$ cat src/rtl/pipe_stage_reg.sv
// Pipeline stage register: payload + control bits behind a valid/ready handshake,
// optional 2-entry skid buffer (SKID=1), synchronous flush. Define PIPE_STAGE_PERF_EN for stall/flush counters.
module pipe_stage_reg #(
    parameter int DATA_W = 64,
    parameter int CTRL_W = 8,
    parameter int SKID   = 1
) (
    input  logic              stg_clk,
    input  logic              reset_n,
    input  logic              flush,
    input  logic              in_valid,
    output logic              in_ready,
    input  logic [DATA_W-1:0] in_data,
    input  logic [CTRL_W-1:0] in_ctrl,
    output logic              out_valid,
    input  logic              out_ready,
    output logic [DATA_W-1:0] out_data,
    output logic [CTRL_W-1:0] out_ctrl
`ifdef PIPE_STAGE_PERF_EN
    ,
    output logic [31:0]       stall_cnt,
    output logic [15:0]       flush_cnt
`endif
);

    logic              m_valid_q, m_valid_d;
    logic [DATA_W-1:0] m_data_q,  m_data_d;
    logic [CTRL_W-1:0] m_ctrl_q,  m_ctrl_d;
    logic              s_valid_q, s_valid_d;
    logic [DATA_W-1:0] s_data_q,  s_data_d;
    logic [CTRL_W-1:0] s_ctrl_q,  s_ctrl_d;
    logic              in_ready_q, in_ready_d;

    logic in_fire;
    logic out_fire;

    // Skid mode drives in_ready from a dedicated flop to cut the backward path.
    assign in_ready  = (SKID != 0) ? in_ready_q : (!m_valid_q || out_ready);
    assign in_fire   = in_valid && in_ready;
    assign out_fire  = m_valid_q && out_ready;

    assign out_valid = m_valid_q;
    assign out_data  = m_data_q;
    assign out_ctrl  = m_ctrl_q;

    always_comb begin
        m_valid_d  = m_valid_q;
        m_data_d   = m_data_q;
        m_ctrl_d   = m_ctrl_q;
        s_valid_d  = s_valid_q;
        s_data_d   = s_data_q;
        s_ctrl_d   = s_ctrl_q;
        in_ready_d = 1'b1;

        if (flush) begin
            // Payload of M is left as-is; only valid and control are killed.
            m_valid_d = 1'b0;
            m_ctrl_d  = '0;
            s_valid_d = 1'b0;
            s_data_d  = '0;
            s_ctrl_d  = '0;
        end else if (SKID != 0) begin
            case ({m_valid_q, s_valid_q})
                2'b00: begin
                    if (in_fire) begin
                        m_valid_d = 1'b1;
                        m_data_d  = in_data;
                        m_ctrl_d  = in_ctrl;
                    end
                end
                2'b10: begin
                    if (in_fire && out_fire) begin
                        m_data_d = in_data;
                        m_ctrl_d = in_ctrl;
                    end else if (in_fire) begin
                        s_valid_d = 1'b1;
                        s_data_d  = in_data;
                        s_ctrl_d  = in_ctrl;
                    end else if (out_fire) begin
                        m_valid_d = 1'b0;
                        m_ctrl_d  = '0;
                    end
                end
                2'b11: begin
                    if (out_fire) begin
                        m_data_d  = s_data_q;
                        m_ctrl_d  = s_ctrl_q;
                        s_valid_d = 1'b0;
                        s_data_d  = '0;
                        s_ctrl_d  = '0;
                    end
                end
                default: begin
                    m_valid_d = 1'b0;
                    m_ctrl_d  = '0;
                    s_valid_d = 1'b0;
                end
            endcase
        end else begin
            if (in_fire) begin
                m_valid_d = 1'b1;
                m_data_d  = in_data;
                m_ctrl_d  = in_ctrl;
            end else if (out_fire) begin
                m_valid_d = 1'b0;
                m_ctrl_d  = '0;
            end
        end

        if (SKID != 0) begin
            in_ready_d = !s_valid_d;
        end
    end

    always_ff @(posedge stg_clk or negedge reset_n) begin
        if (!reset_n) begin
            m_valid_q  <= 1'b0;
            m_data_q   <= '0;
            m_ctrl_q   <= '0;
            s_valid_q  <= 1'b0;
            s_data_q   <= '0;
            s_ctrl_q   <= '0;
            in_ready_q <= 1'b1;
        end else begin
            m_valid_q  <= m_valid_d;
            m_data_q   <= m_data_d;
            m_ctrl_q   <= m_ctrl_d;
            s_valid_q  <= s_valid_d;
            s_data_q   <= s_data_d;
            s_ctrl_q   <= s_ctrl_d;
            in_ready_q <= in_ready_d;
        end
    end

`ifdef PIPE_STAGE_PERF_EN
    logic [31:0] stall_cnt_q, stall_cnt_d;
    logic [15:0] flush_cnt_q, flush_cnt_d;
    logic        stall_now;
    logic        flush_drop;

    assign stall_now  = m_valid_q && !out_ready;
    // An entry is lost only if it was still held after any output fire this cycle.
    assign flush_drop = flush && ((m_valid_q && !out_ready) || s_valid_q);

    always_comb begin
        stall_cnt_d = stall_cnt_q;
        flush_cnt_d = flush_cnt_q;
        if (stall_now && (stall_cnt_q != '1)) begin
            stall_cnt_d = stall_cnt_q + 32'd1;
        end
        if (flush_drop && (flush_cnt_q != '1)) begin
            flush_cnt_d = flush_cnt_q + 16'd1;
        end
    end

    always_ff @(posedge stg_clk or negedge reset_n) begin
        if (!reset_n) begin
            stall_cnt_q <= '0;
            flush_cnt_q <= '0;
        end else begin
            stall_cnt_q <= stall_cnt_d;
            flush_cnt_q <= flush_cnt_d;
        end
    end

    assign stall_cnt = stall_cnt_q;
    assign flush_cnt = flush_cnt_q;
`endif

endmodule
$ cat config.mk
export PLATFORM = sky130hd
export DESIGN_NAME = pipe_stage_reg
export DESIGN_NICKNAME = d
export VERILOG_FILES = /design/src/rtl/pipe_stage_reg.sv
export SDC_FILE = /design/constraint.sdc
export NUM_CORES = 1
export LEC_CHECK = 0
export BUFFER_PORTS_ARGS = -buffer_cell sky130_fd_sc_hd__buf_4
export CELL_PAD_IN_SITES_DETAIL_PLACEMENT = 1
export CELL_PAD_IN_SITES_GLOBAL_PLACEMENT = 2
export CORE_UTILIZATION = 41
export CTS_BUF_LIST = sky130_fd_sc_hd__clkbuf_8
export DETAILED_ROUTE_END_ITERATION = 8
export PLACE_DENSITY_LB_ADDON = 0.15
export SYNTH_ARGS = -nofsm -noshare
export SYNTH_HDL_FRONTEND = slang
export SYNTH_SLANG_ARGS = --single-unit
$ cat constraint.sdc
create_clock -name stg_clk -period 3.3 [get_ports stg_clk]
set_input_delay 0.165 -clock stg_clk [delete_from_list [all_inputs] [get_ports stg_clk]]
set_output_delay 0.165 -clock stg_clk [all_outputs]
set_load 0.05 [all_outputs]
# Word level (Yosys, flattened, before mapping)
# Cells that the tools add are included.
dict set report totals {
  reg_bits 147
  input_bits 77
  out_inout_bits 74
}
dict set report op_classes {
  eq_ne 14
  mux 29
  bitwise_logic 1
  reduce_logical 11
}
# cell n
set op_table {}
lappend op_table {{$mux W64} 6}
lappend op_table {{$pmux W64 S3} 1}
lappend op_table {{$pmux W64 S2} 1}
lappend op_table {{$mux W8} 8}
lappend op_table {{$pmux W8 S3} 1}
lappend op_table {{$ne A3 B3 Y1 const B} 6}
lappend op_table {{$pmux W8 S2} 1}
lappend op_table {{$reduce_and A5 Y1} 2}
lappend op_table {{$mux W1} 9}
lappend op_table {{$ne A2 B2 Y1 const B} 4}
lappend op_table {{$ne A4 B4 Y1 const B} 2}
lappend op_table {{$reduce_and A4 Y1} 2}
lappend op_table {{$pmux W1 S3} 2}
lappend op_table {{$reduce_bool A3 Y1} 2}
lappend op_table {{$eq A2 B2 Y1 const B} 2}
lappend op_table {{$logic_and A1 B1 Y1} 3}
lappend op_table {{$logic_not A2 Y1} 1}
lappend op_table {{$logic_not A1 Y1} 1}
lappend op_table {{$not A1 Y1} 1}

# Depth between registers and ports, before layout
# Gate-level depths: netlist (run 1).
dict set report depth {
  ltp_word 6
  mapped_depth 6
  depth_no_buf 3
}

# Least setup slack after synthesis (run 1)
# OpenSTA, ideal clock, no wires.
dict set report synth_path {
  kind {register to register}
  startpoint {reg m_valid_q (netlist: out_valid)}
  endpoint {reg m_data_q[48] (netlist: out_data[48])}
  setup_time_ns 0.127
  arrival_ns 2.064
  required_time_ns 3.173
  slack_ns 1.108
  path_stages_with_launch 6
  period_less_slack_ns 2.192
  cell_sequence {dfrtp_1 and2_1 clkbuf_1 clkbuf_1 mux2_2 mux2_1}
}
dict set report synth_via {
  elab_chain_cells 4
  word_cells_on_any_way 11
  classes_between {eq/ne (5); mux (1); reduce/logical (5)}
}
# element line_no
set synth_rtl {}
lappend synth_rtl {{from (decl)} 26} ;# logic m_valid_q, m_valid_d;
lappend synth_rtl {{from (signal assigned)} 125} ;# m_valid_q <= m_valid_d;
lappend synth_rtl {{$logic_and A1 B1 Y1} 40} ;# assign out_fire = m_valid_q && out_ready;
lappend synth_rtl {{$logic_and A1 B1 Y1} 72} ;# if (in_fire && out_fire) begin
lappend synth_rtl {{$ne A2 B2 Y1 (no source line)} n/a}
lappend synth_rtl {{$reduce_and A5 Y1 (no source line)} n/a}
lappend synth_rtl {{to (signal assigned)} 126} ;# m_data_q <= m_data_d;
lappend synth_rtl {{to (decl)} 27} ;# logic [DATA_W-1:0] m_data_q, m_data_d;
# Several ways; a longest one is shown, not always the timed one.
# A chain may end at the register's enable or synchronous reset.

# Worst setup path after layout (run 1)
dict set report layout_path {
  startpoint {reg s_valid_q}
  endpoint {reg s_ctrl_q[7]}
}
dict set report layout_via {
  elab_chain_cells 3
  word_cells_on_any_way 9
  classes_between {eq/ne (5); mux (2); reduce/logical (2)}
}
# element line_no
set layout_rtl {}
lappend layout_rtl {{from (decl)} 29} ;# logic s_valid_q, s_valid_d;
lappend layout_rtl {{from (signal assigned)} 128} ;# s_valid_q <= s_valid_d;
lappend layout_rtl {{$eq A2 B2 Y1} 63} ;# case ({m_valid_q, s_valid_q})
lappend layout_rtl {{$ne A3 B3 Y1 (no source line), or another cell as far along} n/a}
lappend layout_rtl {{$reduce_and A4 Y1 (no source line) / $mux W8 (equally long branches)} n/a}
lappend layout_rtl {{to (signal assigned)} 130} ;# s_ctrl_q <= s_ctrl_d;
lappend layout_rtl {{to (decl)} 31} ;# logic [CTRL_W-1:0] s_ctrl_q, s_ctrl_d;
# Several ways; a longest one is shown, not always the timed one.

==> results.md, run 1 <==
- The flow ran to the end, and the final reports show no timing, DRC or antenna violations.
- The final hold violation count is 0.
- In the synthesized netlist the dominant register cell turns out to be dfrtp_1.
- After synthesis, the mean cell area works out to 14.7 sq um.
- Across the run, the number of max-cap violations was 0.
- The number of antenna diodes in the final layout is 0.
- The most critical setup path has its startpoint at s_valid_q$_DFF_PN0_.
- For flop-to-flop paths, the worst setup slack is 0.77 ns.
- The type of the most critical hold path is in -> reg.
- The wire length per cell after detailed routing is 18.9 microns.
- The total overflow left after global routing is 0.
- The congestion estimate from routability-driven global placement came to 0.752.
- Compared with the post-synthesis result, the final layout area differs by 39.1%.
- The insertion delay to the later sink of the worst-skew pair is 0.45 ns.
- The routed wire length is 16.5 mm.
- The portion of total power attributed to sequential cells is 41.0%.
- The CTS tree is built.
- The largest fanout of any net on the critical path is 41.
- The commonest non-fill, non-tap cell in the layout is buf_4.
- The buffer depth of the longest clock path is 2.
- The fraction of the yosys area taken by sequential cells is 57.4%.
- The proportion of register bits with asynchronous set or reset after synthesis is 100%.
- The number of different library cells in the post-synthesis netlist is 30.
- Summing over every cut layer, the via total after detailed routing is 4752.
- The synthesized area is 0.00641 sq mm.
- In the final design database the tool counted 725 nets.
- The number of antenna violations at the first check in global routing came to 0.
- The final cell count without fillers is 872.
- The detail route stage leaves a number of antenna-violating nets equal to 0.
- Setup repair after global routing left no endpoint under its margin.
- Of the cells placed in the final design, the portion with a size suffix greater than 1 is 47.4%.
- Clock-pin slew was measured on the worst setup and hold paths at 0.07 ns.
- The global-route usage over all layers is 21.9%.
- The first detailed-routing pass took 6 iterations.
- The die height is 127 microns.
- The layout has 1479 filler cells.
- For this design, the sink count on the clock tree is 147.
- The reg-to-reg critical path endpoint is s_ctrl_q[7]$_DFFE_PN0P_.
- The max-slew violation total from the final report was 0.
- Once the clock tree was built, the resizer swapped 0 gates to a different size.
- The instance area at placement is 0.00772 sq mm.
- Of the total power, combinational logic draws 27.6%.
- Detailed placement finished with a half-perimeter wire length of 9.98 mm.
- The tightest slew margin relative to the limit is 39.4%.
- In this run the clock root is driven by a clkbuf_8.
- The final critical-path share of the clock period is 76.6%.
- STA puts the critical path data arrival time at 2.91 ns.
- The worst path needs 2.53 ns of the cycle, external delays included.
- The die covers 0.0161 sq mm.
- Measured in cells, the most critical reg-to-reg path has a length of 4.
- The final instance area is 0.00892 sq mm.
- Cell internal power was estimated by the tool at 3.46 mW.
- The type of origin of the critical path is a register.
- At the pin with the least slew margin, the transition time is 0.906 ns.
- The worst endpoint required time is 3.68 ns.
- The final worst clock skew is 0.00673 ns.
- The total placed cells including tap cells is 766.
- The type of element capturing the critical path is a register.
- Adding up every negative setup slack in the final design gives 0 ns.
- Entering global routing, the biggest net connects 90 pins.
- The core area is 0.0153 sq mm.
- Dividing the detail-routed via count by the number of cells gives 5.45.
- The switching part of the total power is 32.5%.
- The synthesized net count is 512.
- The largest stage delay on the critical path is 0.76 ns.
- The startpoint identified for the worst register-to-register timing path is s_valid_q$_DFF_PN0_.
- The total of flip-flops plus latches after synthesis is 147.
- Static timing analysis puts the maximum clock frequency at 395 MHz.
- The first global-routing pass estimated 27.3 mm of wire.
- Setup violations remaining at the end of the flow were counted as 0.
- The setup path with the least slack is of type reg -> reg.
- The floorplan has 45 rows.
- The standard cell with the maximum stage delay on the critical path is o21ai_4.
- The DRC violations left is 0.
- The launch instance of the worst min-delay path is out_ready.
- The net switching power of the design is 1.66 mW.
- In the layout the commonest cells are buf_4 (158), dfrtp_1 (146), mux2_2 (115).
- The H-tree was split into 4 levels.
- The via count of the first global-routing pass is 5155.
- The reported leakage power is 3.98 nW.
- The die is 127 microns wide.
- The total I/O pin count is 151.
- The share of total power in the clock network is 31.4%.
- Once the floorplan was initialized, standard cells occupied 42.0% of the core.
- The maximum ir drop on the vdd rail is 0.318 mV.
- Final hold analysis gives a worst-case slack of 0.0994 ns.
- In this run the power density over the cells is 574 mW/mm^2.
- The endpoint of the worst setup timing path is s_ctrl_q[7]$_DFFE_PN0P_.
- The synthesized netlist cell count is 435.
- The count of buffers added on input and output ports is 150.
- Yosys printed 0 warnings.
- The critical path goes through nor4bb_1 > o21ai_4 > buf_4 > a32o_1.
- Yosys mapped a number of flops with a built-in enable equal to 0.
- TritonCTS created 17 clock buffers.
- The count of routing violations after the opening detailed-route iteration is 243.
- Cells fill 58.5% of the core in the end.
stage by stage:
step	power (mW)	setup WS (ns)
after floorplan	2.99	1.11
after detailed placement	3.48	0.773
after global placement	3.46	0.885
after CTS	5.18	0.757
after global routing	5.34	0.569
final	5.12	0.771
worst min path at each step:
stage	end	cells past startpoint
after detailed placement	out_data[59]$_DFFE_PN0P_	1
final	out_valid$_DFFE_PN0P_	4
after floorplan	out_ctrl[0]$_DFFE_PN0P_	0
after CTS	out_valid$_DFFE_PN0P_	4
after global placement	out_data[56]$_DFFE_PN0P_	1
after global routing	out_valid$_DFFE_PN0P_	4
sequential cells by signal, indices dropped and copies added, names as in the netlist:
| name | count |
|---|---|
| s_ctrl_q | 8 |
| out_valid | 1 |
| out_ctrl | 8 |
| out_data | 64 |
| s_valid_q | 1 |
| in_ready | 1 |
| s_data_q | 64 |
Yosys cell counts (2+ instances only):
cell | number | area share [%]
a32o_1 | 72 | 11
mux2_1 | 11 | 1.9
and3b_1 | 2 | 0.27
buf_2 | 8 | 0.62
inv_1 | 3 | 0.18
o2bb2ai_1 | 8 | 1.1
a221oi_1 | 8 | 1.1
clkbuf_1 | 25 | 1.5
dfrtp_1 | 146 | 57
nand2b_1 | 2 | 0.20
mux2_2 | 115 | 20
a21oi_1 | 3 | 0.23
buf_6 | 6 | 1.1
nor3b_1 | 8 | 0.94
mux2i_1 | 2 | 0.31
and2_1 | 2 | 0.20
cell families (layout without fill, tap and decap cells):
| group | after synthesis | count (layout) | synth area share, % |
|---|---|---|---|
| flip-flops | 147 | 147 | 57.4 |
| multiplexers | 128 | 128 | 22.4 |
| AO/OA/AOI/OAI | 95 | 95 | 14.4 |
| buffers and inverters | 45 | 271 | 3.51 |
| AND/OR/NAND/NOR | 20 | 20 | 2.26 |
power by group through the flow:
stage | combinational [mW] | clock [mW] | sequential [mW]
detailed placement | 1.35 | 0 | 2.14
floorplan | 0.286 | 0 | 2.70
finish | 1.41 | 1.61 | 2.10
global route | 1.48 | 1.73 | 2.13
CTS | 1.42 | 1.66 | 2.10
global placement | 1.33 | 0 | 2.13
final cells by class:
| class | instances | area, sq um | area share (%) |
|---|---|---|---|
| Timing Repair Buffer | 235 | 1980 | 22.2 |
| Multi-Input combinational cell | 243 | 2520 | 28.3 |
| Inverter | 4 | 15.0 | 0.168 |
| Clock buffer | 20 | 275 | 3.09 |
| Sequential cell | 147 | 3680 | 41.3 |
| Tap cell | 211 | 264 | 2.96 |
| Clock inverter | 12 | 185 | 2.08 |
critical path: cells and delay by family (launching register included):
kind	cells	cell delay (ns)
AOI/OAI and AO/OA	2	1.00
and+or+nand+nor	1	0.19
DFF	1	0.69
buffers and inverters	1	0.54
repair_timing:
action / in CTS / in global routing
hold buffers: 74 / 0
buffers inserted: 0 / 0
hold endpoints to repair: 160 / 0
routing by layer:
metal	part of all wire (%)	vias up	wire (microns)	track usage (%)
met5	0	-	0	0
met4	1.2	0	204	7.49
met3	3.6	15	598	4.23
met2	51	127	8470	37.8
met1	44	2480	7230	27.6
li1	-	2130	-	-
No activity file was read; power rests on OpenSTA's default activity.
==> run 2, diff against run 1 <==
--- a/config.mk
+++ b/config.mk
@@ -8,7 +8,7 @@
 export BUFFER_PORTS_ARGS = -buffer_cell sky130_fd_sc_hd__buf_4
 export CELL_PAD_IN_SITES_DETAIL_PLACEMENT = 1
 export CELL_PAD_IN_SITES_GLOBAL_PLACEMENT = 2
-export CORE_UTILIZATION = 41
+export CORE_UTILIZATION = 38
 export CTS_BUF_LIST = sky130_fd_sc_hd__clkbuf_8
 export DETAILED_ROUTE_END_ITERATION = 8
 export PLACE_DENSITY_LB_ADDON = 0.15
==> constraint.sdc (replaced) <==
create_clock -name stg_clk -period 2.5 [get_ports stg_clk]
set_input_delay 0.125 -clock stg_clk [delete_from_list [all_inputs] [get_ports stg_clk]]
set_output_delay 0.125 -clock stg_clk [all_outputs]
set_load 0.05 [all_outputs]
==> results.md, run 2 (synthesis results as in run 1) <==
- The number of H-tree levels is 4 (unchanged).
- The total of hold buffers inserted after clock tree synthesis is 74 (unchanged).
- The number of nets in the finished design is 731 (+0.83%).
- The via count of the first global-routing pass is 5313 (+3.1%).
- The max-slew violation total from the final report is 0 (unchanged).
- The insertion delay to the later sink of the worst-skew pair is 0.45 ns (about the same).
- The proportion of layout cells with a drive suffix above 1 is 48.0% (+0.62 points).
- The filler cell count was 1647 (+11%).
- The DRC violations left came to 0 (unchanged).
- STA classifies the critical path startpoint as a register.
- The core area is 0.0165 sq mm (+8.3%).
- The number of nets with antenna violations after routing is 0 (unchanged).
- The detailed-placement wirelength estimate is 10.5 mm (+5.0%).
- The total setup buffers inserted after CTS came to 0 (unchanged).
- The critical path start-end classification is reg -> reg.
- The signal on the critical path passes through buf_4 > inv_2 > a2111oi_4 > buf_12 > mux2_2.
- The tree is rooted in a clkbuf_8.
- The clock sink count is 147 (unchanged).
- The maximum number of pins on one net before global-route repair was 60 (-33%).
- The total inserted antenna cells came to 0 (unchanged).
- The area added between synthesis and finish is 39.4%.
- The residual overflow from global routing is 0 (unchanged).
- Leaving out fill and tap cells, the most frequent cells in the layout are buf_4 (162), dfrtp_1 (146), mux2_2 (115).
- The minimum clock period after layout is 1.99 ns (-0.538 ns).
- The maximum ir drop on the vdd rail is 0.296 mV (-7.0%).
- The die height came to 132 microns (+3.8%).
- The total setup violations reported at the end of the flow was 0 (unchanged).
- The global-route usage over all layers was 20.8% (-1.1 points).
- The setup slack at placement is 0.507 ns (-0.266 ns).
- The initial core utilization was 38.8% (-3.2 points).
- The data arrival time at the worst-slack endpoint is 2.33 ns (-0.58 ns).
- Among all stages on the critical path, the largest delay is contributed by dfrtp_1.
- The final cell utilization of the core is 54.1% (-4.4 points).
- The smallest setup slack after layout came to 0.509 ns (-0.262 ns).
- The type of the most critical hold path is in -> reg.
- The pin slew with the least headroom to its limit was 0.569 ns (-0.337 ns).
- The total I/O pin count is 151 (unchanged).
- The final critical-path share of the clock period was 79.6% (+3.0 points).
- The routed wire length is 17.0 mm (+2.7%).
- Leaving out fill and tap cells, the most frequent cell in the layout is buf_4.
- The type of element capturing the critical path is a register.
- The TritonCTS buffer count is 17 (unchanged).
- The reported leakage power is 3.97 nW (-0.12%).
- The number of antenna violations at the first check in global routing is 0 (unchanged).
- The flow ran to the end, and the final reports show no timing, DRC or antenna violations.
- The routed via count is 4713 (-0.82%).
- The die area is 0.0174 sq mm (+7.8%).
- The post-cts resize count came to 0 (unchanged).
- The post-CTS clock slew at the launch and capture registers of the worst setup and hold paths came to 0.08 ns (about the same).
- The power per unit of standard cell area was 732 mW/mm^2 (+28%).
- The final worst clock skew is 0.00663 ns (-0.000101 ns).
- The count of routing violations after the opening detailed-route iteration came to 165 (-32%).
- The first-pass GRT wire length is 28.2 mm (+3.3%).
- The worst endpoint required time is 2.84 ns (-0.84 ns).
- The upper clock frequency limit is 502 MHz (+27%).
- The largest stage delay on the critical path is 0.46 ns (-0.30 ns).
- The accumulated negative setup slack came to 0 ns (unchanged).
- The number of input and output port buffers inserted is 150 (unchanged).
- The floorplan row count is 47 (+4.4%).
- Setup repair after global routing left no endpoint under its margin.
- The wire length per cell after detailed routing is 19.1 microns (+0.99%).
- The final hold violation count was 0 (unchanged).
- The buffer depth of the longest clock path is 2 (unchanged).
- TritonCTS built the clock tree.
- The tightest slew margin relative to the limit is 62.0% (+23 points).
- The final weighted congestion in routability-driven placement is 0.739 (-1.8%).
- The number of iterations in the first detailed-routing pass is 6 (unchanged).
- The number of vias per cell is 5.31 (-2.5%).
- The largest fanout of any net on the critical path is 48 (+17%).
- The width of the die is 132 microns (+3.8%).
- The number of max-cap violations is 0 (unchanged).
[run 2: changes by cell type in the layout (fill, tap and decap cells not counted), moves of 2 or more]
cell,before,now
buf_4,158,162
clkbuf_8,20,17
clkinvlp_4,1,4
buf_12,2,4
bufinv_16,5,3
[run 2: path summary, 6_finish.rpt]
check,cells past startpoint,endpoint,start,slack [ns]
setup / recovery,5,out_data[14]$_DFFE_PN0P_,out_valid$_DFFE_PN0P_,0.51
hold / removal,4,out_valid$_DFFE_PN0P_,out_ready,0.08
setup reg to reg,5,out_data[14]$_DFFE_PN0P_,out_valid$_DFFE_PN0P_,0.51
hold reg to reg,1,out_data[54]$_DFFE_PN0P_,out_data[54]$_DFFE_PN0P_,0.50
max in group asynchronous,3,s_data_q[12]$_DFFE_PN0P_,reset_n,1.46
min in group asynchronous,2,out_data[59]$_DFFE_PN0P_,reset_n,0.22
[run 2: layout make-up]
cell class              count  area, sq um  share of cell area [%]
clock buffers              17          234                    2.62
clock inverters            15          166                    1.86
inverters                   4         15.0                   0.168
multi-input cells         243         2520                    28.2
flip-flops and latches    147         3680                    41.2
well taps                 220          275                    3.08
repair buffers            241         2050                    22.9
[run 2: power breakdown]
group	internal [mW]	total [mW]	switching [mW]
Combinational	0.697	1.89	1.19
Sequential	2.62	2.77	0.148
Clock	0.976	1.89	0.915
[run 2: through the flow]
step                      instances  cell area (sq um)  hold slack (ns)  total power, mW
after floorplan                 435               6410           -0.171             3.95
after global placement          781               7800            0.136             4.58
final                           887               8940           0.0777             6.55
after CTS                       887               8940           0.0517             6.64
after detailed placement        781               7800            0.134             4.62
after global routing            887               8940           0.0803             6.83
[run 2: worst max-delay path, delay by kind of cell (launching register included)]
kind | cells | cell delay, ns
buffers and inverters | 3 | 0.65
multiplexers | 1 | 0.38
AO/OA/AOI/OAI | 1 | 0.37
flip-flops | 1 | 0.46
[run 2: per-layer routing]
metal | track usage, % | wire length, microns | vias to the layer above
met3 | 4.46 | 644 | 17
met5 | 0 | 0 | -
met1 | 25.9 | 7410 | 2434
met2 | 36.0 | 8700 | 120
li1 | - | - | 2142
met4 | 6.59 | 205 | 0
